--- config.mk ---
export PLATFORM = sky130hd
export DESIGN_NAME = wall_scanner_flat
export DESIGN_NICKNAME = d
export VERILOG_FILES = /design/src/rtl/wall_pkg.sv /design/src/rtl/wall_scanner_if.sv /design/src/rtl/wall_rect_match.sv /design/src/rtl/wall_scanner.sv /design/src/flat_wrapper.sv
export SDC_FILE = /design/constraint.sdc
export NUM_CORES = 1
export LEC_CHECK = 0
export CORE_MARGIN = 2
export CORE_UTILIZATION = 59
export CTS_BUF_LIST = sky130_fd_sc_hd__clkbuf_2 sky130_fd_sc_hd__clkbuf_4 sky130_fd_sc_hd__clkbuf_8
export DETAILED_ROUTE_END_ITERATION = 6
export PLACE_DENSITY_LB_ADDON = 0.2
export SKIP_LAST_GASP = 1
export SYNTH_ARGS = -nofsm -noshare
export SYNTH_HDL_FRONTEND = slang
export SYNTH_SLANG_ARGS = --single-unit
--- constraint.sdc ---
create_clock -name Clk -period 12.17 [get_ports Clk]
set_clock_uncertainty 0.1 [all_clocks]
set_input_delay 3.651 -clock Clk [delete_from_list [all_inputs] [get_ports Clk]]
set_output_delay 3.651 -clock Clk [all_outputs]
set_load 0.005 [all_outputs]
--- src/rtl/wall_pkg.sv ---
// Shared types and constants for the wall scanner.
//   wall_entry_t  : one programmable rectangular region (inclusive bounds, side mask, enable)
//   M_*           : bit positions inside the side mask
//   scan_state_t  : scanner FSM states
//   LEVEL1_WALLS  : table contents loaded on reset (screen edges of a 640x480 playfield)
package wall_pkg;

  localparam int unsigned WALL_COORD_W = 10;

  localparam int unsigned M_LEFT  = 0;
  localparam int unsigned M_RIGHT = 1;
  localparam int unsigned M_ABOVE = 2;
  localparam int unsigned M_BELOW = 3;

  typedef struct packed {
    logic [WALL_COORD_W-1:0] x_min;
    logic [WALL_COORD_W-1:0] x_max;
    logic [WALL_COORD_W-1:0] y_min;
    logic [WALL_COORD_W-1:0] y_max;
    logic [3:0]              mask;
    logic                    enable;
  } wall_entry_t;

  typedef enum logic [1:0] {IDLE, SCAN, DONE} scan_state_t;

  function automatic wall_entry_t mk_wall(input logic [WALL_COORD_W-1:0] x_min,
                                          input logic [WALL_COORD_W-1:0] x_max,
                                          input logic [WALL_COORD_W-1:0] y_min,
                                          input logic [WALL_COORD_W-1:0] y_max,
                                          input logic [3:0]              mask);
    wall_entry_t w;
    w.x_min  = x_min;
    w.x_max  = x_max;
    w.y_min  = y_min;
    w.y_max  = y_max;
    w.mask   = mask;
    w.enable = 1'b1;
    return w;
  endfunction

  localparam int unsigned LEVEL1_COUNT = 4;

  // Index 0 is the rightmost element of the concatenation.
  localparam wall_entry_t [LEVEL1_COUNT-1:0] LEVEL1_WALLS = {
    mk_wall(10'd0,   10'd639, 10'd479, 10'd479, 4'b1000),  // 3: bottom edge
    mk_wall(10'd0,   10'd639, 10'd0,   10'd0,   4'b0100),  // 2: top edge
    mk_wall(10'd639, 10'd639, 10'd0,   10'd479, 4'b0010),  // 1: right edge
    mk_wall(10'd0,   10'd0,   10'd0,   10'd479, 4'b0001)   // 0: left edge
  };

endpackage

--- src/rtl/wall_scanner_if.sv ---
// Table write port of the wall scanner (valid/ready).
//   master : level/map control, drives the write request and entry fields
//   slave  : wall_scanner, returns wr_ready
interface wall_scanner_if #(
  parameter int unsigned COORD_W = 10,
  parameter int unsigned IDX_W   = 4
);
  logic               wr_valid;
  logic               wr_ready;
  logic [IDX_W-1:0]   wr_idx;
  logic [COORD_W-1:0] wr_x_min;
  logic [COORD_W-1:0] wr_x_max;
  logic [COORD_W-1:0] wr_y_min;
  logic [COORD_W-1:0] wr_y_max;
  logic [3:0]         wr_mask;
  logic               wr_enable;

  modport master (
    output wr_valid, wr_idx, wr_x_min, wr_x_max, wr_y_min, wr_y_max, wr_mask, wr_enable,
    input  wr_ready
  );

  modport slave (
    input  wr_valid, wr_idx, wr_x_min, wr_x_max, wr_y_min, wr_y_max, wr_mask, wr_enable,
    output wr_ready
  );
endinterface

--- src/rtl/wall_rect_match.sv ---
// Combinational point-in-rectangle test.
//   entry : table entry under test
//   px/py : sampled player position
//   match : entry enabled and point inside the inclusive bounds (inverted bounds never match)
module wall_rect_match
  import wall_pkg::*;
#(
  parameter int unsigned COORD_W = WALL_COORD_W
) (
  input  wall_entry_t        entry,
  input  logic [COORD_W-1:0] px,
  input  logic [COORD_W-1:0] py,
  output logic               match
);

  // The side mask is applied by the scanner, not here.
  logic unused_mask;
  assign unused_mask = ^entry.mask;

  assign match = entry.enable &&
                 (entry.x_min <= px) && (px <= entry.x_max) &&
                 (entry.y_min <= py) && (py <= entry.y_max);

endmodule

--- src/rtl/wall_scanner.sv ---
// Table-driven wall checker. On start, samples ManX/ManY and walks the region table one
// entry per cycle, OR-ing side masks of matching entries; results publish with a done pulse.
//   Clk/Reset      : clock, synchronous active-high reset (reloads the level-1 table)
//   start,ManX/Y   : scan request and player position
//   wr             : table write port (accepted only while idle)
//   busy/done      : scan in progress / one-cycle result strobe
//   wall_*,hit_any,first_hit : registered scan results
module wall_scanner
  import wall_pkg::*;
#(
  parameter int unsigned  COORD_W   = WALL_COORD_W,
  parameter int unsigned  NUM_WALLS = 16,
  localparam int unsigned IDX_W     = $clog2(NUM_WALLS)
) (
  input  logic               Clk,
  input  logic               Reset,
  input  logic               start,
  input  logic [COORD_W-1:0] ManX,
  input  logic [COORD_W-1:0] ManY,
  wall_scanner_if.slave      wr,
  output logic               busy,
  output logic               done,
  output logic               wall_left,
  output logic               wall_right,
  output logic               wall_above,
  output logic               wall_below,
  output logic               hit_any,
  output logic [IDX_W-1:0]   first_hit
);

  scan_state_t        state_q, state_d;
  logic [IDX_W-1:0]   idx_q, idx_d;
  logic [COORD_W-1:0] sx_q, sx_d, sy_q, sy_d;
  logic [3:0]         acc_mask_q, acc_mask_d;
  logic               acc_hit_q, acc_hit_d;
  logic [IDX_W-1:0]   acc_first_q, acc_first_d;
  logic [3:0]         res_mask_q;
  logic               res_hit_q;
  logic [IDX_W-1:0]   res_first_q;
  logic               publish;

  wall_entry_t table_q [NUM_WALLS];
  wall_entry_t cur_entry, wr_entry;
  logic        cur_match, wr_fire;

  assign busy        = (state_q != IDLE);
  assign done        = (state_q == DONE);
  assign wr.wr_ready = !busy;
  assign wr_fire     = wr.wr_valid && wr.wr_ready;

  always_comb begin
    wr_entry.x_min  = wr.wr_x_min;
    wr_entry.x_max  = wr.wr_x_max;
    wr_entry.y_min  = wr.wr_y_min;
    wr_entry.y_max  = wr.wr_y_max;
    wr_entry.mask   = wr.wr_mask;
    wr_entry.enable = wr.wr_enable;
  end

  // Per-entry registers so each entry can carry its own reset value.
  for (genvar g = 0; g < NUM_WALLS; g++) begin : g_entry
    wall_entry_t init_val;
    if (g < LEVEL1_COUNT) begin : g_level1
      assign init_val = LEVEL1_WALLS[g];
    end else begin : g_empty
      assign init_val = '0;
    end

    always_ff @(posedge Clk) begin
      if (Reset) begin
        table_q[g] <= init_val;
      end else if (wr_fire && (wr.wr_idx == IDX_W'(g))) begin
        table_q[g] <= wr_entry;
      end
    end
  end

  assign cur_entry = table_q[idx_q];

  wall_rect_match #(
    .COORD_W (COORD_W)
  ) u_match (
    .entry (cur_entry),
    .px    (sx_q),
    .py    (sy_q),
    .match (cur_match)
  );

  always_comb begin
    state_d     = state_q;
    idx_d       = idx_q;
    sx_d        = sx_q;
    sy_d        = sy_q;
    acc_mask_d  = acc_mask_q;
    acc_hit_d   = acc_hit_q;
    acc_first_d = acc_first_q;
    publish     = 1'b0;

    unique case (state_q)
      IDLE: begin
        if (start) begin
          sx_d        = ManX;
          sy_d        = ManY;
          acc_mask_d  = '0;
          acc_hit_d   = 1'b0;
          acc_first_d = '0;
          idx_d       = '0;
          state_d     = SCAN;
        end
      end
      SCAN: begin
        if (cur_match) begin
          acc_mask_d = acc_mask_q | cur_entry.mask;
          if (!acc_hit_q) acc_first_d = idx_q;
          acc_hit_d  = 1'b1;
        end
        if (idx_q == IDX_W'(NUM_WALLS - 1)) begin
          // Load results on the last scan edge so they are visible alongside done.
          publish = 1'b1;
          state_d = DONE;
        end else begin
          idx_d = idx_q + 1'b1;
        end
      end
      DONE: begin
        state_d = IDLE;
      end
      default: begin
        state_d = IDLE;
      end
    endcase
  end

  always_ff @(posedge Clk) begin
    if (Reset) begin
      state_q     <= IDLE;
      idx_q       <= '0;
      sx_q        <= '0;
      sy_q        <= '0;
      acc_mask_q  <= '0;
      acc_hit_q   <= 1'b0;
      acc_first_q <= '0;
      res_mask_q  <= '0;
      res_hit_q   <= 1'b0;
      res_first_q <= '0;
    end else begin
      state_q     <= state_d;
      idx_q       <= idx_d;
      sx_q        <= sx_d;
      sy_q        <= sy_d;
      acc_mask_q  <= acc_mask_d;
      acc_hit_q   <= acc_hit_d;
      acc_first_q <= acc_first_d;
      if (publish) begin
        res_mask_q  <= acc_mask_d;
        res_hit_q   <= acc_hit_d;
        res_first_q <= acc_first_d;
      end
    end
  end

  assign wall_left  = res_mask_q[M_LEFT];
  assign wall_right = res_mask_q[M_RIGHT];
  assign wall_above = res_mask_q[M_ABOVE];
  assign wall_below = res_mask_q[M_BELOW];
  assign hit_any    = res_hit_q;
  assign first_hit  = res_first_q;

endmodule

--- src/flat_wrapper.sv ---
// flat-port wrapper written by rule: the top's interface ports become plain ports
module wall_scanner_flat import wall_pkg::*;
#(
  parameter int unsigned  COORD_W   = WALL_COORD_W,
  parameter int unsigned  NUM_WALLS = 16,
  localparam int unsigned IDX_W     = $clog2(NUM_WALLS)
)
  (Clk, Reset, start, ManX, ManY, busy, done, wall_left, wall_right, wall_above, wall_below, hit_any, first_hit, wr_wr_valid, wr_wr_idx, wr_wr_x_min, wr_wr_x_max, wr_wr_y_min, wr_wr_y_max, wr_wr_mask, wr_wr_enable, wr_wr_ready);
  wall_scanner_if #(.COORD_W(COORD_W), .IDX_W(4)) wr_i ();
  input  logic Clk;
  input  logic Reset;
  input  logic start;
  input  logic [COORD_W-1:0] ManX;
  input  logic [COORD_W-1:0] ManY;
  output logic busy;
  output logic done;
  output logic wall_left;
  output logic wall_right;
  output logic wall_above;
  output logic wall_below;
  output logic hit_any;
  output logic [IDX_W-1:0] first_hit;
  input wire logic [$bits(wr_i.wr_valid)-1:0] wr_wr_valid;
  input wire logic [$bits(wr_i.wr_idx)-1:0] wr_wr_idx;
  input wire logic [$bits(wr_i.wr_x_min)-1:0] wr_wr_x_min;
  input wire logic [$bits(wr_i.wr_x_max)-1:0] wr_wr_x_max;
  input wire logic [$bits(wr_i.wr_y_min)-1:0] wr_wr_y_min;
  input wire logic [$bits(wr_i.wr_y_max)-1:0] wr_wr_y_max;
  input wire logic [$bits(wr_i.wr_mask)-1:0] wr_wr_mask;
  input wire logic [$bits(wr_i.wr_enable)-1:0] wr_wr_enable;
  output wire logic [$bits(wr_i.wr_ready)-1:0] wr_wr_ready;
  assign wr_i.wr_valid = wr_wr_valid;
  assign wr_i.wr_idx = wr_wr_idx;
  assign wr_i.wr_x_min = wr_wr_x_min;
  assign wr_i.wr_x_max = wr_wr_x_max;
  assign wr_i.wr_y_min = wr_wr_y_min;
  assign wr_i.wr_y_max = wr_wr_y_max;
  assign wr_i.wr_mask = wr_wr_mask;
  assign wr_i.wr_enable = wr_wr_enable;
  assign wr_wr_ready = wr_i.wr_ready;
  wall_scanner #(.COORD_W(COORD_W), .NUM_WALLS(NUM_WALLS)) u_core (.Clk(Clk), .Reset(Reset), .start(start), .ManX(ManX), .ManY(ManY), .wr(wr_i), .busy(busy), .done(done), .wall_left(wall_left), .wall_right(wall_right), .wall_above(wall_above), .wall_below(wall_below), .hit_any(hit_any), .first_hit(first_hit));
endmodule
==> results of run 1 <==
routing by layer:
metal | global-route usage [%] | routed length [um] | vias to the layer above
li1 | - | - | 8444
met1 | 40.3 | 33900 | 10100
met2 | 47.5 | 42300 | 955
met3 | 7.18 | 8360 | 145
met4 | 8.17 | 1690 | 0
met5 | 0 | 0 | -
final timing paths:
| path | startpoint | depth (start not counted) | slack [ns] | endpoint |
|---|---|---|---|---|
| max | register | 12 | 6.11 | u_core.first_hit[2] |
| min | u_core.acc_mask_q[1] | 2 | 0.36 | u_core.acc_mask_q[1] |
| max reg2reg | register | 12 | 6.11 | u_core.first_hit[2] |
| min reg2reg | u_core.acc_mask_q[1] | 2 | 0.36 | u_core.acc_mask_q[1] |
cells by family after synthesis:
logic type | share of synthesized area (%)
AND/OR/NAND/NOR | 14.8
buffers and inverters | 2.50
multiplexers | 14.6
AO/OA/AOI/OAI | 1.95
flip-flops | 64.7
adder cells (fa/ha/maj) | 1.47
power groups by stage:
| stage | Combinational, mW | Clock [mW] | Sequential [mW] |
|---|---|---|---|
| floorplan | 0.227 | 0 | 3.06 |
| global placement | 0.372 | 0 | 3.06 |
| detailed placement | 0.380 | 0 | 3.07 |
| CTS | 0.381 | 2.32 | 3.01 |
| global route | 0.404 | 2.42 | 3.02 |
| finish | 0.379 | 2.29 | 3.01 |
registers in the layout, summed over array words and instances, names as in the netlist, named ones only:
signal              flops
u_core.table_q        720
u_core.acc_hit_q        1
u_core.hit_any          1
u_core.first_hit        4
u_core.acc_mask_q       4
u_core.sy_q            10
u_core.res_mask_q       4
u_core.acc_first_q      4
u_core.state_q          2
u_core.sx_q            10
u_core.idx_q            4
metrics by stage:
| step | cell area, um2 | power [mW] |
|---|---|---|
| after floorplan | 34900 | 3.29 |
| after global placement | 36600 | 3.43 |
| after detailed placement | 36600 | 3.45 |
| after CTS | 39200 | 5.71 |
| after global routing | 39200 | 5.85 |
| final | 39200 | 5.68 |
Yosys cell counts (all sizes together), types with 2 or more instances:
master / number
and2: 653
nand2: 56
o211ai: 2
a31oi: 5
a2111oi: 2
buf: 28
or3: 74
nand3: 8
nand2b: 7
o21ai: 6
dfxtp: 48
ha: 41
or2: 3
nor2b: 8
nor2: 33
o21a: 3
a21oi: 38
nor3: 4
clkbuf: 156
mux2i: 4
nand4: 10
a221o: 2
edfxtp: 720
inv: 45
a211oi: 6
a21o: 9
o21bai: 18
and4: 3
a311oi: 3
mux4: 225
critical path, stage by stage (launching register included):
cell	delay [ns]
sky130_fd_sc_hd__dfxtp_4	0.76
sky130_fd_sc_hd__buf_4	0.73
sky130_fd_sc_hd__buf_4	0.70
sky130_fd_sc_hd__mux4_2	0.43
sky130_fd_sc_hd__mux4_2	0.55
sky130_fd_sc_hd__ha_1	0.35
sky130_fd_sc_hd__a21oi_1	0.18
sky130_fd_sc_hd__nand2_1	0.07
sky130_fd_sc_hd__a2111oi_0	0.81
sky130_fd_sc_hd__o31ai_1	0.23
sky130_fd_sc_hd__a2111oi_4	0.52
sky130_fd_sc_hd__nand2b_1	0.14
sky130_fd_sc_hd__a211oi_1	0.24
final cells by class:
cell class                 instances  share of cell area [%]
antenna                            2                  0.0128
clock buffer                     202                    6.15
clock inverter                    27                   0.386
inverter                          45                   0.431
multi-input combinational       1231                    30.0
sequential                       768                    57.7
tap                              773                    2.47
timing repair buffer             124                    2.93
==> results by stage, run 1 <==
Pwr:
- Sequential cells burn 53.0% of the power.
- The analysis attributes to net switching a power of 1.28 mW.
- Combinational cells account for 6.7% of the total power.
- VDD sags by at most 0.0994 mV.
- In this run switching power makes up 22.5% of total power.
- In this run the power density over the cells is 145 nW/um2.
- The clock share of power is 40.3%.
- The static leakage is 13.6 nW.
- The total internal power is 4.40 mW.

STA:
- The final number of setup-violating endpoints is 0.
- The final critical-path share of the clock period is 49.8%.
- The accumulated negative setup slack is 0 ns.
- Across all setup checks in the final design, the least slack found is 6.11 ns.
- Hold is met by 0.364 ns.
- The count of pins over their slew limit came to 0.
- After layout, the minimum clock period comes to 6.06 ns.
- The slew of the pin with the lowest slew margin is 1.38 ns.
- Setup repair after global routing left no endpoint under its margin.
- The final count of hold timing violations came to 0.
- Measured against its own limit, the worst slew margin works out to 8.01%.
- The timing-limited maximum frequency is 0.165 GHz.

Clock tree:
- The clock root buffer is sky130_fd_sc_hd__clkbuf_8.
- For the worst-skew pair, the clock arrives at the later sink with an insertion delay of 0.79 ns.
- The H-tree was split into 4 levels.
- Counting the buffers created by CTS gives 131.
- The count of buffers added by post-CTS timing repair for setup is 0.
- The number of hold buffers added after CTS was 0.
- The number of cells upsized or downsized after cts is 0.
- The clock tree from TritonCTS is yes.
- The number of buffers on the longest clock path is 3.
- Clock-pin slew was measured on the worst setup and hold paths at 0.06 ns.
- The clock sink total is 768.

Worst setup path:
- The worst setup path is captured at a register.
- The setup path with the least slack is of type reg2reg.
- The data arrival time at the worst-slack endpoint is 6.64 ns.
- The maximum fanout count along the critical path is 46.
- The critical path startpoint category is a register.
- The data required time of the worst path is 12.75 ns.

Finish:
- The count of nets after finishing is 2415.
- The area used by sequential logic in the layout is 22600 um2.
- The count of fill cells added during filler insertion is 3984.
- The count of non-filler cells in the finished layout is 3172.
- The top cell types in the final layout, fill and taps aside, are sky130_fd_sc_hd__edfxtp_1, sky130_fd_sc_hd__and2_1, sky130_fd_sc_hd__mux4_2, sky130_fd_sc_hd__clkbuf_8, sky130_fd_sc_hd__clkdlybuf4s50_1.
- At the end of the flow the core is filled with cells to 66.6%.
- Leaving out fill and tap cells, the most frequent cell in the layout is sky130_fd_sc_hd__edfxtp_1.
- Summing all multi-input logic gate instances after layout gives 11700 um2.
- Relative to the synthesized area, the layout overhead comes to 12.2%.
- Of the cells placed in the final design, the portion with a size suffix greater than 1 is 21.7%.

Route:
- The routed design has 86200 um of wire.
- The mean number of vias per cell is 6.18.
- The number of design rule violations left after detail routing is 0.
- Dividing the detail-routed wire length by the instance count gives 27.2 um.
- The total vias in the final route is 19600.
- The number of detailed-routing iterations run before antenna repair is 5.
- The count of nets left with antenna violations once routing finished came out at 0.
- The number of DRC violations after detailed-routing iteration 0 is 2398.

GRT:
- The number of global-route vias before repair came to 20100.
- The largest net degree at the start of global routing is 101.
- The total overflow left after global routing is 0.
- In the global route stage, overall resource usage came out at 29.4%.
- The first global-routing pass estimated 128000 um of wire.
- The number of antenna violations at the first check in global routing came to 8.

Logic synthesis:
- The sequential element share of the synthesized area is 64.7%.
- The average cell area after synthesis is 15.7 um2.
- The number of warnings issued by yosys is 0.
- Counting flops and latches in the post-synthesis netlist gives 768.
- The cell type with the highest aggregate area in the netlist is sky130_fd_sc_hd__edfxtp_1.
- The gate count of the mapped netlist is 2228.
- The most instantiated flip-flop cell in the synthesis netlist is sky130_fd_sc_hd__edfxtp_1.
- The number of flops mapped to enable cells by yosys is 720.
- Sorting the synthesized cells by area gives the leading types as sky130_fd_sc_hd__edfxtp_1, sky130_fd_sc_hd__mux4_2, sky130_fd_sc_hd__and2_1, sky130_fd_sc_hd__dfxtp_1, sky130_fd_sc_hd__clkbuf_1.
- The async set-reset flop share out of synthesis is 0%.
- In this run, distinct cell masters in the synthesized netlist total 43.
- Summed over its instances, the top area cell type makes up 61.9% of the synthesized netlist area.
- After synthesis the cells add up to 34900 um2.
- The post-synthesis net count is 2342.

Die:
- The standard cell core area is 58800 um2.
- The starting utilization of the core area is 59.4%.
- The floorplan step set the die height to 247 um.
- The die area is 61100 um2.
- The count of standard-cell rows is 89.
- The total I/O pin count is 85.
- From left edge to right edge, the die measures 247 um.

Place:
- In this run the tool buffered the top-level ports with 84 buffer cells.
- After legalization and detailed placement, the total HPWL measured 48900 um.
- The routability congestion estimate is 0.815.
- Prior to clock tree synthesis, the placed netlist has a worst setup slack of 5.46 ns.
- The count of placed standard cells including taps is 2941.

Run status:
- The flow ran to the end, and the final reports show no timing, DRC or antenna violations.

Worst hold path:
- The worst min-delay path class is reg2reg.

Job:
- The number of max-capacitance violations reported is 0.
(Power assumes the default switching activity.)
==> run 2: changes to the inputs <==
--- a/config.mk
+++ b/config.mk
@@ -6,7 +6,7 @@
 export NUM_CORES = 1
 export LEC_CHECK = 0
 export CORE_MARGIN = 2
-export CORE_UTILIZATION = 59
+export CORE_UTILIZATION = 58
 export CTS_BUF_LIST = sky130_fd_sc_hd__clkbuf_2 sky130_fd_sc_hd__clkbuf_4 sky130_fd_sc_hd__clkbuf_8
 export DETAILED_ROUTE_END_ITERATION = 6
 export PLACE_DENSITY_LB_ADDON = 0.2
==> constraint.sdc (replaced) <==
create_clock -name Clk -period 5.45 [get_ports Clk]
set_clock_uncertainty 0.1 [all_clocks]
set_input_delay 1.635 -clock Clk [delete_from_list [all_inputs] [get_ports Clk]]
set_output_delay 1.635 -clock Clk [all_outputs]
set_load 0.005 [all_outputs]
==> run 2 against run 1 <==
  * Total power is 120% higher
  * Routed wire length increased by 7.1%
  * Global-route usage is 0.79 points higher
  * Clock power grew 110%
  * Combinational power up 130%
  * Critical endpoint is now u_core.res_mask_q[1]
  * Highest routed layer is now met5
==> results by stage, run 2 (synthesized netlist as in run 1, its figures left out) <==
Clock tree:
- The cell sitting at the root of the clock tree is a sky130_fd_sc_hd__clkbuf_8.
- The total clock buffers created by CTS is 121.
- The number of cells upsized or downsized after cts is 0.
- The H-tree was split into 3 levels.
- After clock tree synthesis, the clock-pin slew on the worst setup and hold paths is 0.06 ns.
- After clock tree synthesis, the flow added hold-fix buffers numbering 0.
- TritonCTS built the clock tree.
- The clock net in this run drives a total of 768 sinks.
- No sink is reached through more buffers than the 3 on the longest clock path.
- The number of setup buffers added after CTS is 0.
- At the later pin of the worst-skew pair, clock insertion delay measures 0.73 ns.

STA:
- The final count of hold timing violations was 0.
- Setup slack on the critical path of the routed design comes to 0.717 ns.
- The final critical-path share of the clock period is 86.8%.
- The accumulated negative setup slack is 0 ns.
- The count of pins over their slew limit is 0.
- The timing-limited maximum frequency is 0.211 GHz.
- Final hold analysis gives a worst-case slack of 0.379 ns.
- The final number of setup-violating endpoints is 0.
- The time the final worst path needs with I/O delays and setup is 4.73 ns.
- Headroom to the max-slew limit came out at 21.0%.
- For the pin with the worst max-slew slack, the measured transition is 1.18 ns.
- Setup repair after global routing left no endpoint under its margin.

Finish:
- The largest register by flop count is u_core.table_q.
- The count of nets after finishing is 2452.
- The largest registers in the layout are u_core.table_q (720), u_core.sx_q (10), u_core.sy_q (10).
- The share of the core filled with cells is 66.8%.
- The count of non-filler cells in the finished layout is 3215.
- The library cell used most frequently in the layout, excluding fill and tap cells, is sky130_fd_sc_hd__edfxtp_1.
- The library cells used most frequently in the layout, excluding fill and tap cells, are sky130_fd_sc_hd__edfxtp_1, sky130_fd_sc_hd__and2_1, sky130_fd_sc_hd__mux4_2, sky130_fd_sc_hd__clkbuf_8, sky130_fd_sc_hd__clkdlybuf4s50_1.
- The post-route netlist has 22.4% of its cells at a drive strength greater than 1.
- Counting the fill cells in the layout gives 4034.
- The layout overhead on the synthesized area is 13.3%.
- Once layout is done, the placed cells without fillers occupy 39600 um2.
- The register with the most flip-flops in the layout has 720 of them.

Die:
- The floorplan step defined a core boundary enclosing 59200 um2.
- The floorplan die height is 249 um.
- The total I/O pin count is 85.
- The count of standard-cell rows is 89.
- The floorplan step set the die width to 249 um.
- The die area is 62200 um2.
- The initial utilization of the core area, before any placement, comes to 58.9%.

Worst setup path:
- In this run the worst path has a maximum fanout of 44.
- STA classifies the critical path endpoint as a register.
- The data arrival time at the worst-slack endpoint is 5.28 ns.
- The worst setup path is launched from a register.
- The type of the setup path with the least slack is reg2reg.
- The data required time of the worst path is 6.00 ns.

GRT:
- The largest net degree at the start of global routing is 46.
- The number of antenna violations at the first check in global routing is 7.
- Global routing consumed, over all layers together, 30.2% of the routing resources.
- The number of global-route vias before repair is 20700.
- Summed over all layers, the global routing overflow is 0.
- The wire length of the first global-routing pass is 135000 um.

Worst hold path:
- The startpoint identified for the worst hold timing path is u_core.acc_mask_q[1].
- The worst min-delay path class is reg2reg.

Pwr:
- Power spread over the standard cell area amounts to 314 nW/um2.
- The analysis attributes to cell leakage a power of 13.8 nW.
- The maximum resistive drop on vdd is 0.206 mV.
- Total power for the finished layout comes to 12.4 mW.

Route:
- Dividing the detail-routed wire length by the instance count gives 28.7 um.
- In this run, the number of DRC markers left after iteration 0 of detailed routing was 2367.
- For this run, the detailed router's first-pass iteration total came to 5.
- The number of nets with antenna violations after detailed routing is 0.
- The routed design has 92300 um of wire.
- Dividing the detail-routed via count by the number of cells gives 6.29.
- In the routed design, unresolved DRC markers number 0.
- The final route contains 20200 vias.

Place:
- Input and output buffers added on the ports amount to 84.
- Including well taps, the total number of placed cells is 2988.
- After detailed placement, the total cell area comes to 37200 um2.
- Prior to clock tree synthesis, the placed netlist has a worst setup slack of 0.681 ns.
- Once detailed placement completed, the half-perimeter wirelength came to 54300 um.
- At the end of routability-driven placement, the weighted congestion stood at 0.891.

Job:
- Across the run, the number of max-cap violations was 0.

Run status:
- The run finished with clean final reports.
run 2: worst paths after layout:
kind                          endpoint  slack [ns]  cells after the start
setup / recovery  u_core.res_mask_q[1]        0.72                     12
hold / removal    u_core.acc_mask_q[1]        0.38                      2
setup reg to reg  u_core.res_mask_q[1]        0.72                     12
hold reg to reg   u_core.acc_mask_q[1]        0.38                      2
run 2: cell type report:
type | instances | area, um2 | area share [%]
Antenna cell | 4 | 10.0 | 0.0253
Inverter | 45 | 169 | 0.427
Clock inverter | 61 | 365 | 0.924
Tap cell | 773 | 967 | 2.44
Sequential cell | 768 | 22600 | 57.1
Timing Repair Buffer | 171 | 1710 | 4.33
Clock buffer | 162 | 2000 | 5.07
Multi-Input combinational cell | 1231 | 11700 | 29.7
run 2: worst max-delay path, cell delays in order (launching register included):
cell and delay [ns]:
sky130_fd_sc_hd__dfxtp_4 0.57, sky130_fd_sc_hd__buf_12 0.38, sky130_fd_sc_hd__mux4_2 0.56, sky130_fd_sc_hd__mux4_2 0.54, sky130_fd_sc_hd__ha_1 0.35, sky130_fd_sc_hd__a21oi_1 0.19
sky130_fd_sc_hd__nand2_1 0.07, sky130_fd_sc_hd__a2111oi_0 0.61, sky130_fd_sc_hd__buf_4 0.22, sky130_fd_sc_hd__o31ai_1 0.10, sky130_fd_sc_hd__a2111oi_4 0.51, sky130_fd_sc_hd__nand3_1 0.19
sky130_fd_sc_hd__a31oi_1 0.23
run 2: power breakdown:
group | total (mW) | internal (mW) | switching [mW]
Combinational | 0.889 | 0.357 | 0.532
Clock | 4.79 | 2.53 | 2.26
Sequential | 6.73 | 6.66 | 0.0758
run 2: metal layers:
layer  up-vias  track usage (%)  share of wire [%]
li1       8520                -                  -
met1     10400             39.3                 37
met2      1109             48.7                 49
met3       196             7.62                 11
met4         4             12.7                3.7
met5         -            0.541              0.067
